## src/rtl/seg_scan_display.sv

```systemverilog
// Multiplexed 7-segment driver: load handshake, double-dabble / hex conversion,
// double-buffered digit codes and a prescaled one-hot digit scan.
module seg_scan_display #(
    parameter int unsigned DATA_W   = 32,
    parameter int unsigned DIGITS   = 8,
    parameter int unsigned SCAN_DIV = 20000
) (
    input  logic              clk,
    input  logic              rst_n,
    input  logic              load,
    input  logic [DATA_W-1:0] data_in,
    input  logic              hex_mode,
    input  logic              signed_en,
    input  logic              blank_en,
    output logic              busy,
    output logic              overflow,
    output logic [7:0]        seg_data_pin,
    output logic [DIGITS-1:0] seg_cs_pin
);

    localparam int unsigned BCD_D = DATA_W * 3 / 10 + 1;
    localparam int unsigned HEX_D = (DATA_W + 3) / 4;
    localparam int unsigned NUM_D = (BCD_D > HEX_D) ? BCD_D : HEX_D;
    localparam int unsigned NUM_W = NUM_D * 4;
    localparam int unsigned EXT_D = (NUM_D > DIGITS) ? NUM_D : DIGITS;
    localparam int unsigned EXT_W = EXT_D * 4;
    localparam int unsigned CNT_W = (DATA_W > 1) ? $clog2(DATA_W) : 1;
    localparam int unsigned PRE_W = (SCAN_DIV > 1) ? $clog2(SCAN_DIV) : 1;
    localparam int unsigned IDX_W = (DIGITS > 1) ? $clog2(DIGITS) : 1;

    // Display buffer codes: 0..15 digit value, plus two special glyphs
    localparam logic [4:0] CODE_MINUS = 5'd16;
    localparam logic [4:0] CODE_BLANK = 5'd17;

    typedef enum logic [1:0] {
        S_IDLE   = 2'd0,
        S_CONV   = 2'd1,
        S_COMMIT = 2'd2
    } state_e;

    state_e                       state_q, state_d;
    logic                         accept_c, conv_c, commit_c;

    logic [DATA_W-1:0]            mag_q, mag_in;
    logic                         neg_in;
    logic                         hex_q, neg_q, blank_q;
    logic [NUM_D-1:0][3:0]        bcd_q, bcd_d, bcd_adj;
    logic [NUM_W-1:0]             bcd_flat;
    logic [CNT_W-1:0]             bitcnt_q;
    logic                         busy_q;
    logic                         overflow_q;

    logic [DIGITS-1:0][4:0]       disp_q, disp_c;
    logic                         ovf_c;
    logic [EXT_D-1:0][3:0]        ext_c;

    logic [PRE_W-1:0]             pre_q;
    logic [IDX_W-1:0]             idx_q;
    logic [7:0]                   seg_q;
    logic [DIGITS-1:0]            cs_q;

    // Digit code to active-low pin pattern {dp,cg,cf,ce,cd,cc,cb,ca}
    function automatic logic [7:0] glyph(input logic [4:0] code);
        logic [7:0] t;  // written {ca..cg,dp}
        logic [7:0] g;
        case (code)
            5'd0:    t = 8'b00000011;
            5'd1:    t = 8'b10011111;
            5'd2:    t = 8'b00100101;
            5'd3:    t = 8'b00001101;
            5'd4:    t = 8'b10011001;
            5'd5:    t = 8'b01001001;
            5'd6:    t = 8'b01000001;
            5'd7:    t = 8'b00011111;
            5'd8:    t = 8'b00000001;
            5'd9:    t = 8'b00011001;
            5'd10:   t = 8'b00010001;
            5'd11:   t = 8'b11000001;
            5'd12:   t = 8'b01100011;
            5'd13:   t = 8'b10000101;
            5'd14:   t = 8'b01100001;
            5'd15:   t = 8'b01110001;
            5'd16:   t = 8'b11111101;
            default: t = 8'b11111111;
        endcase
        for (int b = 0; b < 8; b++) begin
            g[b] = t[7-b];
        end
        return g;
    endfunction

    // FSM state register
    always_ff @(posedge clk or negedge rst_n) begin
        if (!rst_n) begin
            state_q <= S_IDLE;
        end else begin
            state_q <= state_d;
        end
    end

    // FSM next-state logic
    always_comb begin
        state_d = state_q;
        case (state_q)
            S_IDLE:   if (load) state_d = S_CONV;
            S_CONV:   if (hex_q || (bitcnt_q == CNT_W'(DATA_W - 1))) state_d = S_COMMIT;
            S_COMMIT: state_d = S_IDLE;
            default:  state_d = S_IDLE;
        endcase
    end

    // FSM output strobes
    always_comb begin
        accept_c = 1'b0;
        conv_c   = 1'b0;
        commit_c = 1'b0;
        case (state_q)
            S_IDLE:   accept_c = load;
            S_CONV:   conv_c   = 1'b1;
            S_COMMIT: commit_c = 1'b1;
            default:  ;
        endcase
    end

    // Operand sign handling at load time
    always_comb begin
        neg_in = signed_en & ~hex_mode & data_in[DATA_W-1];
        mag_in = neg_in ? (~data_in + DATA_W'(1)) : data_in;
    end

    // One conversion step: hex copies nibbles, decimal does add-3 then shift
    always_comb begin
        bcd_adj = bcd_q;
        for (int k = 0; k < int'(NUM_D); k++) begin
            if (bcd_q[k] >= 4'd5) begin
                bcd_adj[k] = bcd_q[k] + 4'd3;
            end
        end
        bcd_flat = bcd_adj;
        if (hex_q) begin
            bcd_d = NUM_W'(mag_q);
        end else begin
            bcd_d = {bcd_flat[NUM_W-2:0], mag_q[DATA_W-1]};
        end
    end

    // Conversion datapath and busy flag
    always_ff @(posedge clk or negedge rst_n) begin
        if (!rst_n) begin
            mag_q    <= '0;
            hex_q    <= 1'b0;
            neg_q    <= 1'b0;
            blank_q  <= 1'b0;
            bcd_q    <= '0;
            bitcnt_q <= '0;
            busy_q   <= 1'b0;
        end else begin
            busy_q <= (state_d != S_IDLE);
            if (accept_c) begin
                mag_q    <= mag_in;
                hex_q    <= hex_mode;
                neg_q    <= neg_in;
                blank_q  <= blank_en;
                bcd_q    <= '0;
                bitcnt_q <= '0;
            end else if (conv_c) begin
                bcd_q    <= bcd_d;
                mag_q    <= {mag_q[DATA_W-2:0], 1'b0};
                bitcnt_q <= bitcnt_q + CNT_W'(1);
            end
        end
    end

    // Overflow, sign and leading-zero blanking applied to the converted digits
    always_comb begin
        logic       zero_above;
        logic [4:0] code;
        int         lim;
        ext_c      = EXT_W'(NUM_W'(bcd_q));
        lim        = neg_q ? int'(DIGITS) - 1 : int'(DIGITS);
        ovf_c      = 1'b0;
        zero_above = 1'b1;
        code       = CODE_BLANK;
        disp_c     = '0;
        for (int k = 0; k < int'(EXT_D); k++) begin
            if ((k >= lim) && (ext_c[k] != 4'd0)) begin
                ovf_c = 1'b1;
            end
        end
        for (int i = int'(DIGITS) - 1; i >= 0; i--) begin
            zero_above = zero_above & (ext_c[i] == 4'd0);
            if (ovf_c) begin
                code = CODE_MINUS;
            end else if (neg_q && (i == int'(DIGITS) - 1)) begin
                code = CODE_MINUS;
            end else if (blank_q && (i != 0) && zero_above) begin
                code = CODE_BLANK;
            end else begin
                code = {1'b0, ext_c[i]};
            end
            disp_c[i] = code;
        end
    end

    // Display buffer and overflow flag, written once per conversion
    always_ff @(posedge clk or negedge rst_n) begin
        if (!rst_n) begin
            disp_q     <= {DIGITS{CODE_BLANK}};
            overflow_q <= 1'b0;
        end else if (commit_c) begin
            disp_q     <= disp_c;
            overflow_q <= ovf_c;
        end
    end

    // Digit scan: select and segment pattern change together at terminal count
    always_ff @(posedge clk or negedge rst_n) begin
        if (!rst_n) begin
            pre_q <= '0;
            idx_q <= '0;
            seg_q <= 8'hFF;
            cs_q  <= '1;
        end else if (pre_q == PRE_W'(SCAN_DIV - 1)) begin
            pre_q <= '0;
            idx_q <= (idx_q == IDX_W'(DIGITS - 1)) ? '0 : idx_q + IDX_W'(1);
            cs_q  <= ~(DIGITS'(1) << idx_q);
            seg_q <= glyph(disp_q[idx_q]);
        end else begin
            pre_q <= pre_q + PRE_W'(1);
        end
    end

    assign busy         = busy_q;
    assign overflow     = overflow_q;
    assign seg_data_pin = seg_q;
    assign seg_cs_pin   = cs_q;

endmodule

```

## config.mk

```make
export PLATFORM = sky130hd
export DESIGN_NAME = seg_scan_display
export DESIGN_NICKNAME = d
export VERILOG_FILES = /design/src/rtl/seg_scan_display.sv
export SDC_FILE = /design/constraint.sdc
export NUM_CORES = 1
export LEC_CHECK = 0
export ABC_AREA = 1
export CELL_PAD_IN_SITES_DETAIL_PLACEMENT = 2
export CELL_PAD_IN_SITES_GLOBAL_PLACEMENT = 2
export CORE_ASPECT_RATIO = 0.9
export CORE_MARGIN = 8
export CORE_UTILIZATION = 37
export CTS_BUF_LIST = sky130_fd_sc_hd__clkbuf_4
export DETAILED_ROUTE_END_ITERATION = 12
export GPL_TIMING_DRIVEN = 0
export PLACE_DENSITY = 0.92
export SLEW_MARGIN = 25
export SYNTH_ARGS = -nofsm -noshare
export SYNTH_HDL_FRONTEND = slang
export SYNTH_SLANG_ARGS = --single-unit
```

## constraint.sdc

```tcl
create_clock -name clk -period 2.3 [get_ports clk]
set_clock_uncertainty 0.15 [all_clocks]
set_input_delay 0.345 -clock clk [delete_from_list [all_inputs] [get_ports clk]]
set_output_delay 0.345 -clock clk [all_outputs]
set_load 0.03 [all_outputs]
```

==> impl_metrics.toml, run 1 <==
[die]
die_area_um2 = 30700
initial_core_util = 0.375
die_width_um = 184
core_area_um2 = 25000
rows = 55
io_pins = 56
die_h_um = 167

[yosys]
ys_seq_area_frac = 0.424
async_reset_ff_frac = 1.00
synth_top_cells_by_area = "dfrtp_1, nand2_1, dfstp_2"
syn_inst = 1226
yosysMostFrequentCell = "nand2_1"
syn-num-nets = 1307
synth_top_area_cell = "dfrtp_1"
ys.flop_type = "dfrtp_1"
netlist_area_um2 = 9370
synth_edf_count = 0
ys_types = 49
yosysTopAreaCellShare = 0.337
ys_ff_latch = 157
synth_common_cells = "nand2_1, inv_1, dfrtp_1"
ys_warn_count = 0
avgSynthCellArea_um2 = 7.64

[route]
finalWirelength_mm = 34.3
drt_first_pass_iters = 5
vias_per_cell = 5.42
ant_nets = 0
via_count = 9019
drcViolationCount = 0
drtIter0Drc = 375
wl_per_cell_um = 20.6

[global_routing]
grtUsageTotal = 0.224
grt_max_degree = 90
overflow = 0
grt_pass1_vias = 10400
antenna_found_initial = 1
grt_pass1_wl_mm = 55.4

[cells_and_area]
syn2layout_area_growth_pct = 14.9
nNetsFinal = 1390
drive_gt1_frac = 0.132
layout.cells.non_filler = 1665
num-fill-cells = 2922
finish.instance_area_um2 = 10800

[sta]
post-route-worst-setup-slack_ps = 38.5
finalSetupTns_ps = 0
setup_viol = 0
period_share = 0.983
fmax_mhz = 442
finalHoldViolations = 0
rsz0062_at_grt = "true"
post-route-min-period_ps = 2260
worstMarginPinSlew_ps = 775
hold_ws_ps = 90.5
slew_headroom = 0.483
drv_slew = 0

[placed_design]
gp_congestion = 0.849
dpl.hpwl_mm = 25.6
place_area_um2 = 10400
dp_slack_ps = -215
port_buffers = 54
dp_cells = 1623

[pwr]
p_leak_nw = 5.14
power_frac_comb = 0.514
pwr-share-seq = 0.347
vdd_ir_drop_max_mv = 0.350
p_int_w = 0.00650
netSwitchingFraction = 0.497
pwr_density_cell_nw_per_um2 = 1200
clockPowerShare = 0.138
p_switching_w = 0.00643

[cts]
clockBufferDepth = 2
numCtsBuffers = 17
cts_tree = "built"
clock_sinks = 157
clk_pin_slew_ps = 170
worstSkewPairLatency_ps = 620
h-tree-depth = 4
cts-root-buf = "clkbuf_4"

[outcome]
status = "completed"

[setup_path]
cp_max_fo = 11
required_ps = 2700
endpoint_kind = "register"
critical_path_class = "register to register"
critPathArrivalTime_ps = 2660
setup.worst_path.start_class = "register"

[min_path]
hp-class = "input pin to asynchronous set/reset pin"

[run]
maxCapViolations = 0
[path summary, 6_finish.rpt]
kind / startpoint / endpoint / slack, ps / cells past startpoint
max in group asynchronous: rst_n / disp_q[25]$_DFFE_PN1N_ / 1000 / 3
hold reg to reg: pre_q[14]$_DFF_PN0_ / pre_q[14]$_DFF_PN0_ / 350 / 1
setup / recovery: idx_q[1]$_DFFE_PN0N_ / seg_data_pin[6]$_DFFE_PN1N_ / 40 / 13
setup reg to reg: idx_q[1]$_DFFE_PN0N_ / seg_data_pin[6]$_DFFE_PN1N_ / 40 / 13
min in group clk: blank_en / blank_q$_DFFE_PN0P_ / 140 / 3
hold / removal: rst_n / pre_q[12]$_DFF_PN0_ / 90 / 2
[power by group through the flow]
stage                     combinational [W]  sequential [W]  clock (W)
after global routing                0.00736         0.00459    0.00191
after floorplan                     0.00422         0.00433          0
after detailed placement            0.00636         0.00451          0
after global placement              0.00587         0.00442          0
after CTS                           0.00652         0.00448    0.00181
final                               0.00665         0.00449    0.00179
[worst max-delay path, stage by stage (launching register included)]
cell	delay, ps
dfrtp_1	500
inv_1	130
clkbuf_4	240
nand3_1	130
nand3_1	110
nand2_2	110
inv_1	140
ha_1	180
inv_2	60
nand3_4	100
nand3_1	90
nor2_1	120
nor2_1	50
nor2_1	120
[per-layer routing]
metal | share of wire | up-vias | global-route usage
met4 | 0.027 | 0 | 0.0880
met3 | 0.032 | 77 | 0.0339
met1 | 0.42 | 4550 | 0.261
met2 | 0.52 | 222 | 0.405
met5 | 0 | - | 0
li1 | - | 4170 | -
[sequential cells by signal, indices dropped and copies added, names as in the netlist]
name,flops
seg_data_pin,7
idx_q,3
state_q,2
bitcnt_q,5
hex_q,1
overflow,1
neg_q,1
busy,1
pre_q,15
disp_q,40
mag_q,32
bcd_q,40
seg_cs_pin,8
blank_q,1
[cells in the final DEF, fill, tap and decap left out, drive strengths merged, types with 16 or more instances in the layout]
cell type      synthesis  layout
inv                  182     190
nand2                253     253
clkbuf                13      31
a21oi                 56      56
dfrtp                126     126
nand3                 86      86
o21ai                149     149
ha                    43      43
clkdlybuf4s50          0      38
dfstp                 31      31
o22ai                 42      42
nor2                 116     116
buf                   28      37
xor2                  16      16
[cells by family after synthesis]
family                   Yosys count  share of synthesized area
AO/OA/AOI/OAI                    282                      0.170
adder cells (fa/ha/maj)           43                     0.0574
other                              1                   0.000400
XOR/XNOR                          18                     0.0168
flip-flops                       157                      0.424
buffers and inverters            224                     0.0960
AND/OR/NAND/NOR                  501                      0.235
[repair_timing]
item,in CTS,in global routing
pin swaps,2,10
hold endpoints to repair,68,0
resized for setup,22,13
setup endpoints to repair,22,26
setup buffers,3,6
hold buffers,1,0
[layout make-up]
type	instances	area, µm²	area share
inverters	183	688	0.0639
repair buffers	65	632	0.0587
diodes	1	2.50	0.000232
well taps	342	428	0.0397
clock buffers	17	128	0.0119
clock inverters	15	154	0.0143
plain buffers	40	221	0.0206
multi-input cells	845	4540	0.422
flip-flops and latches	157	3970	0.369
[stage by stage]
stage / utilization / power (W)
floorplan: - / 0.00855
global placement: 0.414 / 0.0103
detailed placement: 0.415 / 0.0109
CTS: 0.427 / 0.0128
global route: 0.431 / 0.0139
finish: 0.431 / 0.0129
Power figures use the tool's default switching activity.
==> inputs of run 2 (changes only) <==
Settings changed: CTS_BUF_LIST sky130_fd_sc_hd__clkbuf_4 to sky130_fd_sc_hd__clkbuf_8, SKIP_LAST_GASP set to 1.
==> run 2 against run 1 <==
  * The run now ends with setup timing left
  * Global-route usage up 0.86 points
  * Clock power grew 24%
  * Fmax is 6.7% lower
  * Count of clock-buffer cells in the layout up 1
  * Design area up 2.8%
  * Utilization rose by 1.2 points
  * Critical path depth decreased by 1
  * Wire length is 10% higher
  * Setup slack got worse by 160 ps
  * Via count rose by 2.3%
  * Largest cell class unchanged
==> impl_metrics.toml, run 2 (synthesis gave the netlist of run 1 again) <==
[outcome]
status = "finished with violations"
violations = "setup timing"

[global_routing]
grt_pass1_vias = 10500
grtUsageTotal = 0.233
grt_max_degree = 90
antenna_found_initial = 0
overflow = 0
grt_pass1_wl_mm = 56.8

[cells_and_area]
finish.instance_area_um2 = 11100
layout.cells.non_filler = 1673
drive_gt1_frac = 0.144
final_common_cell = "nand2_1"
multiInputGateArea_um2 = 4600
syn2layout_area_growth_pct = 18.2
num-fill-cells = 2884
regArea_um2 = 3970
final_cell_mix = "nand2_1, inv_1, dfrtp_1"
diodes = 0
nNetsFinal = 1399
top_regs = "bcd_q (40), disp_q (40), mag_q (32)"

[route]
drcViolationCount = 0
ant_nets = 0
wl_per_cell_um = 22.6
vias_per_cell = 5.52
finalWirelength_mm = 37.9
drt_first_pass_iters = 4
drtIter0Drc = 394
via_count = 9227

[setup_path]
path_cells = "buf_12 > o211ai_1 > nand3_2 > nand2_4 > inv_2 > ha_1 > inv_2 > nand3_2 > nand3_1 > nor2_1 > nor2_1 > nor2_1"
cp_max_fo = 9
critPathArrivalTime_ps = 2700
cpPeakStageDelay_ps = 480
setup.worst_path.start_class = "register"
critical_path_class = "register to register"
required_ps = 2580
cp_slowest_cell = "dfrtp_2"
crit_top_cell = "nor2_1"
crit_family = "simple AND/OR/NAND/NOR gates"
critPathBufInv = 3
endpoint_kind = "register"

[die]
rows = 55
initial_core_util = 0.375
die_width_um = 184
io_pins = 56
core_area_um2 = 25000
die_area_um2 = 30700
die_h_um = 167

[placed_design]
place_area_um2 = 10400
dp_cells = 1623
gp_congestion = 0.849
dpl.hpwl_mm = 25.6
port_buffers = 54

[cts]
clockBufferDepth = 2
cts-root-buf = "clkbuf_8"
clk_pin_slew_ps = 110
h-tree-depth = 4
numCtsBuffers = 17
clock_sinks = 157
cts_tree = "built"
worstSkewPairLatency_ps = 500

[pwr]
vdd_ir_drop_max_mv = 0.474
pwr_density_cell_nw_per_um2 = 1250
p_leak_nw = 5.19
total_power_w = 0.0138

[sta]
rsz0062_at_grt = "true"
hold_ws_ps = 219
post-route-worst-setup-slack_ps = -123
worstMarginPinSlew_ps = 783
period_share = 1.05
fmax_mhz = 413
slew_headroom = 0.478
finalHoldViolations = 0
setup_viol = 4
drv_slew = 0
post-route-min-period_ps = 2420

[run]
maxCapViolations = 0

[min_path]
hp-class = "input pin to asynchronous set/reset pin"
run 2: cell types whose count changed in the layout (fill, tap and decap cells not counted), sizes merged:
cell	before	now
dlygate4sd2	15	0
clkdlybuf4s50	38	53
clkinv	6	5
clkbuf	31	34
diode	1	0
buf	37	44
run 2: per-stage QoR:
| step | setup slack, ps | utilization | TNS [ps] |
|---|---|---|---|
| floorplan | 337 | - | 0 |
| finish | -123 | 0.443 | -264 |
| detailed placement | -215 | 0.415 | -3910 |
| global placement | -5980 | 0.414 | -873620 |
| CTS | -9.59 | 0.434 | -9.59 |
| global route | -155 | 0.443 | -1360 |
run 2: area by class of cell:
type	instances	share of cell area
multi-input cells	845	0.416
inverters	183	0.0628
plain buffers	39	0.0202
clock buffers	18	0.0224
repair buffers	75	0.0678
flip-flops and latches	157	0.359
well taps	342	0.0387
clock inverters	14	0.0136
run 2: worst paths after layout:
kind / endpoint / depth (start not counted) / from / slack, ps
max: seg_data_pin[6]$_DFFE_PN1N_ / 12 / idx_q[0]$_DFFE_PN0N_ / -120
min: pre_q[12]$_DFF_PN0_ / 2 / rst_n / 220
max reg2reg: seg_data_pin[6]$_DFFE_PN1N_ / 12 / idx_q[0]$_DFFE_PN0N_ / -120
min reg2reg: pre_q[14]$_DFF_PN0_ / 1 / pre_q[14]$_DFF_PN0_ / 340
max in group asynchronous: seg_data_pin[0]$_DFFE_PN1N_ / 3 / rst_n / 860
min in group clk: blank_q$_DFFE_PN0P_ / 3 / blank_en / 280
run 2: power by group:
part | switching [W] | internal (W) | total, W
clock | 0.00129 | 0.000929 | 0.00222
sequential | 0.000686 | 0.00385 | 0.00454
combinational | 0.00489 | 0.00218 | 0.00707
total | 0.00687 | 0.00696 | 0.0138
run 2: metal layers:
metal  track usage  routed length, µm  share of wire
met1         0.265              15500           0.41
met3        0.0320               1100          0.029
met5             0                  0              0
met2         0.422              19700           0.52
met4         0.108               1530          0.040
run 2: repair_timing:
| action | CTS | global route |
|---|---|---|
| gates resized for setup | 10 | 32 |
| pin swaps | 4 | 12 |
| buffers inserted | 4 | 14 |
| hold buffers | 1 | 0 |
| hold endpoints to repair | 68 | 0 |
| cloned | 0 | 1 |
| endpoints found under the setup margin | 10 | 35 |
run 2: worst reg2reg max path, cell delays in order, from the launching register on:
cell and delay (ps):
dfrtp_2 480, buf_12 170, o211ai_1 370, nand3_2 240, nand2_4 160, inv_2 70, ha_1 190, inv_2 80
nand3_2 110, nand3_1 100, nor2_1 50, nor2_1 130, nor2_1 80
